$ cat config.mk
export PLATFORM = sky130hd
export DESIGN_NAME = bj_resolve_unit
export DESIGN_NICKNAME = d
export VERILOG_FILES = /design/src/rtl/bj_resolve_unit.sv
export SDC_FILE = /design/constraint.sdc
export NUM_CORES = 1
export LEC_CHECK = 0
export CORE_MARGIN = 4
export CORE_UTILIZATION = 45
export DETAILED_ROUTE_END_ITERATION = 6
export PLACE_DENSITY_LB_ADDON = 0.1
export SYNTH_ARGS = -nofsm -noshare
export SYNTH_HDL_FRONTEND = slang
export SYNTH_SLANG_ARGS = --single-unit
$ cat constraint.sdc
create_clock -name CLK -period 5.78 [get_ports CLK]
set_input_delay 0.867 -clock CLK [delete_from_list [all_inputs] [get_ports CLK]]
set_output_delay 0.867 -clock CLK [all_outputs]
set_load 0.005 [all_outputs]
$ cat src/rtl/bj_resolve_unit.sv
// ---------------------------------------------------------------------------
// bj_resolve_unit : branch/jump resolution stage with mispredict flush FSM
// Revision 1.0
// ---------------------------------------------------------------------------
`default_nettype none

module bj_resolve_unit #(
   parameter int DATA_WIDTH   = 32,
   parameter int FLUSH_CYCLES = 2,
   parameter int CNT_WIDTH    = 16
) (
   input  logic                  CLK,
   input  logic                  RESET,
   input  logic                  STALL,
   input  logic                  VALID_IN,
   input  logic [2:0]            BRANCH_JUMP,
   input  logic                  JALR,
   input  logic                  PREDICTED_TAKEN,
   input  logic [DATA_WIDTH-1:0] DATA1,
   input  logic [DATA_WIDTH-1:0] DATA2,
   input  logic [DATA_WIDTH-1:0] PC,
   input  logic [DATA_WIDTH-1:0] IMM,
   output logic                  VALID_OUT,
   output logic                  PC_SEL,
   output logic [DATA_WIDTH-1:0] TARGET,
   output logic                  MISPREDICT,
   output logic                  FLUSH,
   output logic                  BUSY,
   output logic [CNT_WIDTH-1:0]  TAKEN_CNT,
   output logic [CNT_WIDTH-1:0]  MISPRED_CNT
);

   localparam logic [2:0] BJ_NO   = 3'd0;
   localparam logic [2:0] BJ_J    = 3'd1;
   localparam logic [2:0] BJ_BEQ  = 3'd2;
   localparam logic [2:0] BJ_BNE  = 3'd3;
   localparam logic [2:0] BJ_BLT  = 3'd4;
   localparam logic [2:0] BJ_BGE  = 3'd5;
   localparam logic [2:0] BJ_BLTU = 3'd6;
   localparam logic [2:0] BJ_BGEU = 3'd7;

   localparam logic [3:0] FLUSH_LOAD = 4'(FLUSH_CYCLES);
   localparam logic [DATA_WIDTH-1:0] LSB_CLEAR = ~{{(DATA_WIDTH-1){1'b0}}, 1'b1};

   typedef enum logic {S_IDLE, S_FLUSH} state_t;

   state_t                state_q;
   logic [3:0]            fcnt_q;
   logic                  valid_q;
   logic                  pc_sel_q;
   logic [DATA_WIDTH-1:0] target_q;
   logic                  mispredict_q;
   logic [CNT_WIDTH-1:0]  taken_cnt_q;
   logic [CNT_WIDTH-1:0]  mispred_cnt_q;

   logic                  taken_d;
   logic [DATA_WIDTH-1:0] target_d;
   logic [DATA_WIDTH-1:0] jalr_sum_d;

   always_comb begin
      taken_d = 1'b0;
      case (BRANCH_JUMP)
         BJ_NO:   taken_d = 1'b0;
         BJ_J:    taken_d = 1'b1;
         BJ_BEQ:  taken_d = (DATA1 == DATA2);
         BJ_BNE:  taken_d = (DATA1 != DATA2);
         BJ_BLT:  taken_d = ($signed(DATA1) <  $signed(DATA2));
         BJ_BGE:  taken_d = ($signed(DATA1) >= $signed(DATA2));
         BJ_BLTU: taken_d = (DATA1 <  DATA2);
         BJ_BGEU: taken_d = (DATA1 >= DATA2);
         default: taken_d = 1'b0;
      endcase
   end

   always_comb begin
      jalr_sum_d = DATA1 + IMM;
      target_d   = PC + DATA_WIDTH'(4);
      if (BRANCH_JUMP == BJ_J && JALR) begin
         target_d = jalr_sum_d & LSB_CLEAR;
      end else if (taken_d) begin
         target_d = PC + IMM;
      end
   end

   // Mispredict is decided at capture so the pulse lines up with the new result.
   always_ff @(posedge CLK or negedge RESET) begin
      if (!RESET) begin
         state_q       <= S_IDLE;
         fcnt_q        <= 4'd0;
         valid_q       <= 1'b0;
         pc_sel_q      <= 1'b0;
         target_q      <= '0;
         mispredict_q  <= 1'b0;
         taken_cnt_q   <= '0;
         mispred_cnt_q <= '0;
      end else begin
         mispredict_q <= 1'b0;
         case (state_q)
            S_IDLE: begin
               if (mispredict_q) begin
                  state_q <= S_FLUSH;
                  fcnt_q  <= FLUSH_LOAD;
                  valid_q <= 1'b0;
               end else if (!STALL) begin
                  valid_q <= VALID_IN;
                  if (VALID_IN) begin
                     pc_sel_q <= taken_d;
                     target_q <= target_d;
                     if (taken_d != PREDICTED_TAKEN) begin
                        mispredict_q <= 1'b1;
                        if (mispred_cnt_q != '1) begin
                           mispred_cnt_q <= mispred_cnt_q + 1'b1;
                        end
                     end
                     if (taken_d && taken_cnt_q != '1) begin
                        taken_cnt_q <= taken_cnt_q + 1'b1;
                     end
                  end
               end
            end
            S_FLUSH: begin
               if (fcnt_q <= 4'd1) begin
                  state_q <= S_IDLE;
                  fcnt_q  <= 4'd0;
               end else begin
                  fcnt_q <= fcnt_q - 4'd1;
               end
            end
            default: begin
               state_q <= S_IDLE;
               fcnt_q  <= 4'd0;
            end
         endcase
      end
   end

   assign VALID_OUT   = valid_q;
   assign PC_SEL      = pc_sel_q;
   assign TARGET      = target_q;
   assign MISPREDICT  = mispredict_q;
   assign FLUSH       = (state_q == S_FLUSH);
   assign BUSY        = (state_q == S_FLUSH);
   assign TAKEN_CNT   = taken_cnt_q;
   assign MISPRED_CNT = mispred_cnt_q;

endmodule

`default_nettype wire

==> results.tsv, run 1 <==
stage	metric	value	unit
run_status	outcome	complete, no violations	
logic_synthesis	synthXorXnorAreaFrac	0.1151	
floorplan	die-area	20110	um^2
global_route	track_usage	0.2287	
placement	placed_cells	1433	
floorplan	die_h	141.8	um
sta	setup_viol	0	
cts	cts_root_buffer	clkbuf_16	
cts	cts_setup_buffers	0	
global_route	grt_max_degree	73	
cts	h-tree-depth	3	
cts	clk_latency	0.33	ns
critical_path	r2r.worst_path.cells	6	
global_route	first_global_vias	7372	
route	post_drt_wl_per_cell	16.33	um
sta	worstMarginPinSlew	0.8865	ns
critical_path	cp_slowest_cell	o211ai_4	
layout	final_common_cell	clkdlybuf4s50_1	
cts	clock-sinks	72	
route	first_pass_iters	5	
layout	area_growth	32.15	%
critical_path	cp_data_arrival_time	4.39	ns
logic_synthesis	yosys_warnings	0	
floorplan	rows	48	
critical_path	worstSetupStartpointType	input pin	
logic_synthesis	synthArstFlopShare	1.000	
sta	fmax	238.4	MHz
floorplan	die_x	141.8	um
route	drc	0	
min_path	hold_depth	2	
route	ant_nets	0	
global_route	grt-ovfl-total	0	
logic_synthesis	synth_top_family_by_area	compound AO/OA/AOI/OAI gates	
route	routed_wl	23.66	mm
logic_synthesis	syn_inst	1023	
logic_synthesis	synth_seq_cells	72	
placement	place_area	10350	um^2
sta	finalSetupTns	0	ns
route	vias_per_cell	5.578	
layout	fin_cells	1449	
critical_path	endpoint_kind	flop	
sta	period_share	0.7257	
logic_synthesis	synth_edf_count	0	
layout	drive_gt1_frac	0.03758	
critical_path	slowest_delay	0.62	ns
critical_path	worstSetupPathType	input pin to flop	
power	power_density	244.4	nW/um^2
critical_path	required	5.98	ns
logic_synthesis	ys.flop_type	dfrtp_1	
layout	diodes	0	
layout	final_core_util	0.6113	
logic_synthesis	muxShareOfSynthArea	0.01165	
placement	hpwl	19.74	mm
min_path	hold_path.class	flop to flop	
logic_synthesis	synth.cell_area	8056	um^2
sta	finalHoldViolations	0	
cts	clockBufferDepth	2	
floorplan	coreArea	17420	um^2
global_route	grt_first_pass_wirelength	37.38	mm
layout	final_cell_mix	clkdlybuf4s50_1, nand2_1, ha_1	
logic_synthesis	synth.avg_cell_area	7.875	um^2
logic_synthesis	synthesis.nets	1260	
cts	cts_tree	built	
cts	hold_buffers	0	
global_route	antenna_found_initial	0	
placement	gp_congestion	0.9138	
sta	relSlewSlack	0.4090	
power	ir_drop	272.2	uV
logic_synthesis	synthAdderAreaFrac	0.1572	
logic_synthesis	synth_simple_gate_area_share	0.2236	
layout	fin_area	10650	um^2
logic_synthesis	yosysSeqAreaShare	0.2236	
floorplan	io_pins	206	
critical_path	path_max_fanout	43	
logic_synthesis	synth-compound-area-share	0.2294	
cts	path_clk_slew	0.05	ns
critical_path	path_cells	clkdlybuf4s50_1 > inv_1 > ha_1 > nand4_1 > nor4_1 > nand4_1 > nor2_1 > a311oi_2 > o211ai_4 > buf_4 > mux2i_1 > nor2_1 > a21oi_1 > o21ai_0	
logic_synthesis	synth.distinct_cells	72	
route	vias	8083	
layout	nNetsFinal	1456	
sta	clock_skew	0.003567	ns
sta	rsz0062_at_grt	no	
sta	min_period	4.194	ns
floorplan	start_util	0.4626	
power	power.leakage	4.650	nW
route	drtIter0Drc	442	
placement	port-buffer-count	205	
cts	numCtsBuffers	9	
cts	cts_resized	0	
job	drv_cap	0	
sta	final-max-slew-violation-count	0	
-- state kept, by name, summed over array words and instances (netlist names) --
register     flops
MISPRED_CNT     16
TARGET          32
BUSY             1
PC_SEL           1
fcnt_q           4
VALID_OUT        1
MISPREDICT       1
TAKEN_CNT       16
-- worst max-delay path: cells and delay by family --
kind                       cells  cell delay [ns]
AOI/OAI and AO/OA              4             0.90
and+or+nand+nor                5             1.10
adders and majority gates      1             0.30
buffers and inverters          3             0.97
muxes                          1             0.23
-- cells in the mapped netlist (all sizes together), types with 7 or more instances --
cell type | n | area [um^2]
nand2 | 109 | 409.1
o21a | 9 | 67.56
nor2 | 87 | 326.6
xnor2 | 67 | 586.8
clkbuf | 20 | 75.07
nor3 | 25 | 130.1
nand4 | 26 | 175.2
o211ai | 10 | 80.07
dfrtp | 72 | 1802
o21ai | 64 | 320.3
a211oi | 12 | 90.09
nand3 | 37 | 185.2
inv | 56 | 210.2
a21o | 24 | 180.2
and3 | 14 | 87.58
nor2b | 11 | 68.82
a21oi | 97 | 485.5
o31ai | 7 | 52.55
nor4 | 10 | 83.83
nand2b | 10 | 62.56
xor2 | 38 | 340.3
a31oi | 8 | 50.05
and2 | 9 | 56.30
ha | 98 | 1226
-- stage by stage --
step / hold WS, ns / total power [W] / worst slack, ns
6_report: 0.4801 / 0.002602 / 1.586
5_1_grt: 0.4953 / 0.002793 / 1.188
4_1_cts: 0.4873 / 0.002615 / 1.547
3_5_place_dp: 0.4703 / 0.002052 / 1.212
3_3_place_gp: 0.4621 / 0.002028 / 1.347
2_1_floorplan: 0.4709 / 0.001419 / 2.278
-- area by class of cell --
type / count / area [um^2]
clock buffer: 13 / 260.3
clock inverter: 3 / 40.04
fill: 1606 / 6770
inverter: 56 / 210.2
multi-input combinational: 869 / 5961
sequential: 72 / 1802
tap: 225 / 281.5
timing repair buffer: 211 / 2092
-- worst paths after layout --
check | from | end | slack, ns
setup / recovery | DATA2[14] | TARGET[14] | 1.59
hold / removal | TARGET[7] | TARGET[7] | 0.48
setup reg to reg | BUSY | TAKEN_CNT[14] | 3.06
hold reg to reg | TARGET[7] | TARGET[7] | 0.48
max in group asynchronous | RESET | MISPRED_CNT[8] | 4.45
min in group asynchronous | RESET | fcnt_q[2] | 0.73
-- where the power goes --
group / internal [W] / switching (W) / leakage, nW / total, W
clock network: 0.000356 / 0.000200 / 0.150 / 0.000557
registers: 0.000665 / 0.000127 / 0.916 / 0.000792
logic: 0.000666 / 0.000587 / 3.58 / 0.00125
total: 0.00169 / 0.000915 / 4.65 / 0.00260
-- cell families after synthesis --
family                     count (synthesis)
adders and majority gates                100
buffers and inverters                     82
and+or+nand+nor                          366
DFF                                       72
AOI/OAI and AO/OA                        289
xor gates and xnor gates                 105
muxes                                      9
-- routing by layer --
layer | GRT usage | routed length, um | vias to the layer above
met5 | 0 | 0 | -
met4 | 0.05909 | 461 | 0
met3 | 0.04011 | 2095 | 29
met2 | 0.3298 | 9676 | 286
met1 | 0.3503 | 11420 | 3656
li1 | - | - | 4112
(Power assumes the default switching activity.)
==> run 2, diff against run 1 <==
==> constraint.sdc (replaced) <==
create_clock -name CLK -period 3.9 [get_ports CLK]
set_input_delay 0.585 -clock CLK [delete_from_list [all_inputs] [get_ports CLK]]
set_output_delay 0.585 -clock CLK [all_outputs]
set_load 0.005 [all_outputs]
==> run 2 against run 1 <==
Compared with the run above:
- cell area up 4.1%
- global-route usage up 0.26 points
- power up 50%
- critical path depth up 2
- flip-flop and latch count unchanged
- worst setup slack worse by 1.3 ns
- critical path type unchanged
==> results.tsv, run 2 (synthesis results as in run 1) <==
stage	metric	value	unit	change
layout	largest_reg_flops	32		unchanged
cts	h-tree-depth	3		unchanged
floorplan	die_h	141.8	um	unchanged
layout	drive_gt1_frac	0.07903		+0.04145
cts	cts_tree	built		
global_route	antenna_found_initial	1		+1
placement	placed_cells	1487		+3.8%
min_path	hold_path.class	input pin to async pin		
cts	path_clk_slew	0.06	ns	about the same
power	ir_drop	298.3	uV	+9.6%
sta	relSlewSlack	0.5053		+0.09633
layout	final_common_cell	clkdlybuf4s50_1		
route	drtIter0Drc	446		+0.90%
cts	cts_root_buffer	clkbuf_16		
cts	clock-sinks	72		unchanged
sta	fmax	274.4	MHz	
power	power_density	353.1	nW/um^2	+44%
global_route	grt-ovfl-total	0		unchanged
layout	fin_cells	1504		+3.8%
global_route	grt_first_pass_wirelength	37.65	mm	+0.74%
global_route	track_usage	0.2313		+0.002628
sta	final-max-slew-violation-count	0		unchanged
critical_path	crit_start	IMM[0]		
power	power.leakage	4.917	nW	+5.7%
route	post_drt_wl_per_cell	15.95	um	-2.3%
cts	numCtsBuffers	9		unchanged
route	vias_per_cell	5.530		-0.87%
route	drc	0		unchanged
layout	nFillCells	1588		-1.1%
route	routed_wl	23.99	mm	+1.4%
placement	gp_congestion	0.9217		+0.86%
critical_path	path_max_fanout	4		-91%
job	drv_cap	0		unchanged
floorplan	io_pins	206		unchanged
placement	port-buffer-count	205		unchanged
sta	finalSetupTns	0	ns	unchanged
floorplan	die_x	141.8	um	unchanged
sta	rsz0062_at_grt	no		
cts	cts_resized	0		unchanged
critical_path	reg2reg_from	BUSY		
cts	hold_buffers	0		unchanged
sta	period_share	0.9346		
critical_path	worstSetupPathType	input pin to flop		
cts	clk_latency	0.33	ns	about the same
floorplan	start_util	0.4626		unchanged
cts	cts_setup_buffers	0		unchanged
critical_path	r2r.worst_path.cells	8		+2
sta	setup_viol	0		unchanged
sta	finalHoldViolations	0		unchanged
sta	worstMarginPinSlew	0.7421	ns	-0.1445 ns
run_status	outcome	complete, no violations		
critical_path	cp_data_arrival_time	3.92	ns	-0.47 ns
route	ant_nets	0		unchanged
critical_path	required	4.17	ns	-1.81 ns
layout	final_core_util	0.6361		+0.02478
critical_path	worstSetupStartpointType	input pin		
critical_path	endpoint_kind	flop		
floorplan	rows	48		unchanged
layout	area_growth	37.51	%	
layout	final_cell_mix	clkdlybuf4s50_1, nand2_1, ha_1		
layout	nNetsFinal	1510		+3.7%
sta	clock_skew	0.008536	ns	+0.004969 ns
global_route	grt_max_degree	36		-51%
route	first_pass_iters	5		unchanged
placement	hpwl	20.28	mm	+2.7%
global_route	first_global_vias	7601		+3.1%
critical_path	r2r_end	TARGET[31]		
floorplan	die-area	20110	um^2	unchanged
route	vias	8317		+2.9%
sta	min_period	3.645	ns	
cts	clockBufferDepth	2		unchanged
critical_path	rrSetupSlack	1.55	ns	-1.51 ns
floorplan	coreArea	17420	um^2	unchanged
run 2: changes by cell type in the layout (fill, tap and decap cells not counted):
cell        delta
clkbuf_8       -1
buf_12         +2
clkbuf_1       -1
diode_2        +1
clkinvlp_4     +1
buf_4         +52
clkinv_4       +1
run 2: through the flow:
step           cell area (um^2)  setup slack, ns  hold WS [ns]  power, W
2_1_floorplan              8056           0.6802        0.2894  0.002103
3_3_place_gp              10780          0.01043        0.4587  0.003069
3_5_place_dp              10780         -0.05542        0.4650  0.003111
4_1_cts                   11080           0.2829        0.3381  0.003939
5_1_grt                   11080          0.02123        0.3855  0.004201
6_report                  11080           0.2552        0.3181  0.003912
run 2: power breakdown:
part,switching (W),internal (W)
Combinational,0.000879,0.00104
Sequential,0.000188,0.000986
Clock,0.000305,0.000511
Total,0.00137,0.00254
run 2: worst max-delay path: stages:
cell,delay [ns]
clkdlybuf4s50_1,0.52
ha_1,0.19
inv_1,0.06
fa_1,0.38
nor2b_1,0.17
o31a_1,0.21
o311ai_1,0.11
buf_4,0.15
a21oi_1,0.21
nor3_1,0.10
o21ai_0,0.42
a22o_1,0.24
nand3b_1,0.08
a31o_2,0.21
nor3_1,0.15
buf_4,0.14
run 2: final cells by class:
cell class,count,area [um^2],share of cell area
diodes,1,2.502,0.0002259
clock buffers,11,242.7,0.02191
clock inverters,5,56.30,0.005082
inverters,56,210.2,0.01897
multi-input cells,869,5961,0.5381
flip-flops and latches,72,1802,0.1626
well taps,225,281.5,0.02541
repair buffers,265,2522,0.2277
run 2: how the worst max path moves through the flow:
| stage | to | slack [ns] | cells past startpoint |
|---|---|---|---|
| global route | TARGET[30] | 0.02 | 15 |
| finish | TARGET[28] | 0.26 | 16 |
| detailed placement | TARGET[3] | -0.06 | 15 |
| global placement | TARGET[21] | 0.01 | 13 |
| floorplan | TAKEN_CNT[14] | 0.68 | 12 |
| CTS | TARGET[3] | 0.28 | 15 |
run 2: layer usage:
layer  track usage  vias up  wire (um)  share of wire
met5             0        -          0              0
met4       0.06212        0        377          0.016
met3       0.03337       24       1970          0.082
met2        0.3407      310       9997           0.42
met1        0.3519     3755      11650           0.49
li1              -     4228          -              -
==> run 3, diff against run 2 <==
--- a/config.mk
+++ b/config.mk
@@ -5,6 +5,7 @@
 export SDC_FILE = /design/constraint.sdc
 export NUM_CORES = 1
 export LEC_CHECK = 0
+export ABC_AREA = 1
 export CORE_MARGIN = 4
 export CORE_UTILIZATION = 45
 export DETAILED_ROUTE_END_ITERATION = 6
==> run 3 against run 2 <==
Compared with the run above:
- flip-flop and latch count stayed put
- power up 5.9%
- non-clock buffer count fell by 40
- synthesized area up 15%
- wire length grew 36%
- first-iteration DRC count increased by 44%
- clock power rose by 7.5%
- combinational power rose by 9%
- worst setup slack better by 0.27 ns
- core utilization fell by 4.5 points
- critical endpoint is now TAKEN_CNT[12]
==> results.tsv, run 3 <==
stage	metric	value	unit	change
run_status	outcome	complete, no violations		
sta	relSlewSlack	0.3933		-0.1120
min_path	hold_path.class	input pin to async pin		
route	ant_nets	0		unchanged
sta	setup_viol	0		unchanged
route	routed_wl	32.58	mm	+36%
power	power.switching	0.001595	W	+16%
global_route	grt_max_degree	73		+100%
logic_synthesis	synth_edf_count	0		unchanged
sta	worstMarginPinSlew	0.9101	ns	+0.1680 ns
cts	cts_root_buffer	clkbuf_16		
floorplan	start_util	0.4572		-0.005362
layout	area_growth	29.28	%	
cts	clockBufferDepth	2		unchanged
route	drc	0		unchanged
logic_synthesis	synth.distinct_cells	45		-38%
critical_path	worstSetupPathType	input pin to flop		
layout	nNetsFinal	1904		+26%
logic_synthesis	yosysMostFrequentCell	nand2_1		
power	comb_power_share	0.507		+0.016
layout	seqCellArea	1802	um^2	unchanged
cts	clock-sinks	72		unchanged
sta	finalSetupTns	0	ns	unchanged
critical_path	endpoint_kind	flop		
floorplan	die-area	22920	um^2	+14%
cts	h-tree-depth	3		unchanged
layout	multi_input_area	6604	um^2	+11%
power	switching_share	0.3850		+0.03443
critical_path	r2r.worst_path.cells	11		+3
logic_synthesis	synth.cell_area	9251	um^2	+15%
logic_synthesis	muxShareOfSynthArea	0		-0.01165
floorplan	coreArea	20230	um^2	+16%
critical_path	path_max_fanout	49		+45
logic_synthesis	synthesis.nets	1698		+35%
logic_synthesis	synthArstFlopShare	1.000		unchanged
placement	hpwl	27.50	mm	+36%
job	drv_cap	0		unchanged
cts	hold_buffers	0		unchanged
sta	holdWs	0.3543	ns	+0.03618 ns
critical_path	worstSetupStartpointType	input pin		
global_route	grt-ovfl-total	0		unchanged
power	power_frac_seq	0.281		-0.019
floorplan	die_x	151.4	um	+6.8%
sta	period_share	0.8644		-0.07013
sta	clock_skew	0.006269	ns	-0.002267 ns
placement	port-buffer-count	205		unchanged
power	power_density	346.5	nW/um^2	-1.9%
global_route	track_usage	0.2783		+0.04701
logic_synthesis	ys.flop_type	dfrtp_1		
layout	diodes	0		-1
cts	cts_setup_buffers	0		unchanged
layout	nFillCells	1980		+25%
cts	clk_latency	0.34	ns	about the same
logic_synthesis	yosysSeqAreaShare	0.1948		-0.02888
critical_path	cp_data_arrival_time	3.60	ns	-0.32 ns
cts	cts_tree	built		
logic_synthesis	synth_top_area_cell	dfrtp_1		
sta	final-max-slew-violation-count	0		unchanged
cts	cts_resized	0		unchanged
layout	largest_reg_flops	32		unchanged
logic_synthesis	ys_top_cells_by_area	dfrtp_1, nand2_1, ha_1		
sta	finalHoldViolations	0		unchanged
logic_synthesis	yosys_warnings	0		unchanged
global_route	first_global_vias	9790		+29%
layout	final_common_cell	nand2_1		
global_route	grt_first_pass_wirelength	50.33	mm	+34%
sta	rsz0062_at_grt	no		
logic_synthesis	yosysTopAreaCellShare	0.1948		-0.02888
layout	final_cell_mix	nand2_1, clkdlybuf4s50_1, inv_1		
logic_synthesis	synth_top_family_by_area	simple AND/OR/NAND/NOR gates		
logic_synthesis	synth_simple_gate_area_share	0.3416		+0.1180
critical_path	required	4.13	ns	-0.04 ns
logic_synthesis	synth.avg_cell_area	6.332	um^2	-20%
global_route	antenna_found_initial	0		-1
power	internal-power	0.002548	W	+0.31%
floorplan	rows	52		+8.3%
route	vias_per_cell	5.439		-1.6%
floorplan	die_h	151.4	um	+6.8%
layout	drive_gt1_frac	0.03349		-0.04554
power	ir_drop	221.6	uV	-26%
cts	numCtsBuffers	9		unchanged
floorplan	io_pins	206		unchanged
logic_synthesis	synthXorXnorAreaFrac	0.08520		-0.02988
route	post_drt_wl_per_cell	16.78	um	+5.2%
placement	gp_congestion	1.035		+12%
route	vias	10560		+27%
cts	path_clk_slew	0.06	ns	about the same
sta	min_period	3.371	ns	-0.2735 ns
power	power.leakage	5.821	nW	+18%
route	drtIter0Drc	643		+44%
logic_synthesis	synth-compound-area-share	0.1501		-0.07926
sta	fmax	296.6	MHz	+8.1%
logic_synthesis	ys_top_cells_by_count	nand2_1, inv_1, nor2_1		
logic_synthesis	synthAdderAreaFrac	0.1369		-0.02030
route	first_pass_iters	5		unchanged
logic_synthesis	syn_inst	1461		+43%
logic_synthesis	synth_seq_cells	72		unchanged
critical_path	rrSetupSlack	1.29	ns	-0.26 ns
power	power_frac_clock	0.212		+0.003
run 3: cell types whose count changed after synthesis, sizes merged, moves of 16 or more:
cell,change
nand3,+35
xnor2,-31
o21ai,+31
nand2,+287
a21o,-17
xor2,+16
nand4,+41
inv,+126
a21oi,+33
nor2,+50
run 3: metal layers:
| metal | wire [um] | part of all wire | GRT usage | vias up |
|---|---|---|---|---|
| li1 | - | - | - | 5270 |
| met1 | 14430 | 0.44 | 0.3861 | 4862 |
| met2 | 14820 | 0.45 | 0.4537 | 379 |
| met3 | 2383 | 0.073 | 0.02813 | 52 |
| met4 | 944 | 0.029 | 0.09066 | 0 |
| met5 | 0 | 0 | 0 | - |
run 3: layout make-up:
type / instances / area share
multi-input combinational: 1177 / 0.5522
tap: 270 / 0.02825
sequential: 72 / 0.1506
clock buffer: 9 / 0.01883
timing repair buffer: 225 / 0.1850
inverter: 182 / 0.05712
clock inverter: 7 / 0.008055
run 3: power groups by stage:
stage          sequential, W  combinational [W]  clock (W)
3_5_place_dp         0.00118            0.00209          0
6_report             0.00116            0.00210   0.000877
2_1_floorplan        0.00116            0.00106          0
5_1_grt              0.00120            0.00235   0.000920
4_1_cts              0.00117            0.00209   0.000886
3_3_place_gp         0.00117            0.00206          0
run 3: through the flow:
stage                 util  total power (W)  cells  setup WS [ns]  area, um^2
finish              0.5911         0.004144   1942         0.5287       11960
global route        0.5911         0.004463   1942         0.2511       11960
CTS                 0.5911         0.004146   1942         0.5754       11960
detailed placement  0.5752         0.003261   1926         0.2503       11640
global placement    0.5752         0.003227   1926         0.2997       11640
floorplan                -         0.002224   1461          1.250        9251
run 3: logic make-up (layout without fill, tap and decap cells):
kind of cell,count (synthesis),after routing
compound gates,261,261
simple gates,726,726
xor+xnor,90,90
buf+inv,212,423
fa+ha+maj,100,100
flops,72,72
run 3: final timing paths:
path / from / end
min reg2reg: TARGET[24] / TARGET[24]
max in group asynchronous: RESET / MISPRED_CNT[11]
max reg2reg: MISPRED_CNT[0] / MISPRED_CNT[15]
min in group CLK: TARGET[24] / TARGET[24]
max: DATA1[11] / TAKEN_CNT[12]
min: RESET / fcnt_q[3]
run 3: critical path, stage by stage:
cell,delay [ns]
clkdlybuf4s50_1,0.47
ha_1,0.35
a21oi_1,0.20
nand2_1,0.09
a21oi_1,0.12
nand2_1,0.15
nand2_1,0.16
nand2_1,0.07
nand2_1,0.08
nand3_1,0.11
nand3_2,0.12
buf_12,0.24
nand3_2,0.36
inv_2,0.30
nand2_1,0.08
nand2_1,0.06
nand2_1,0.04
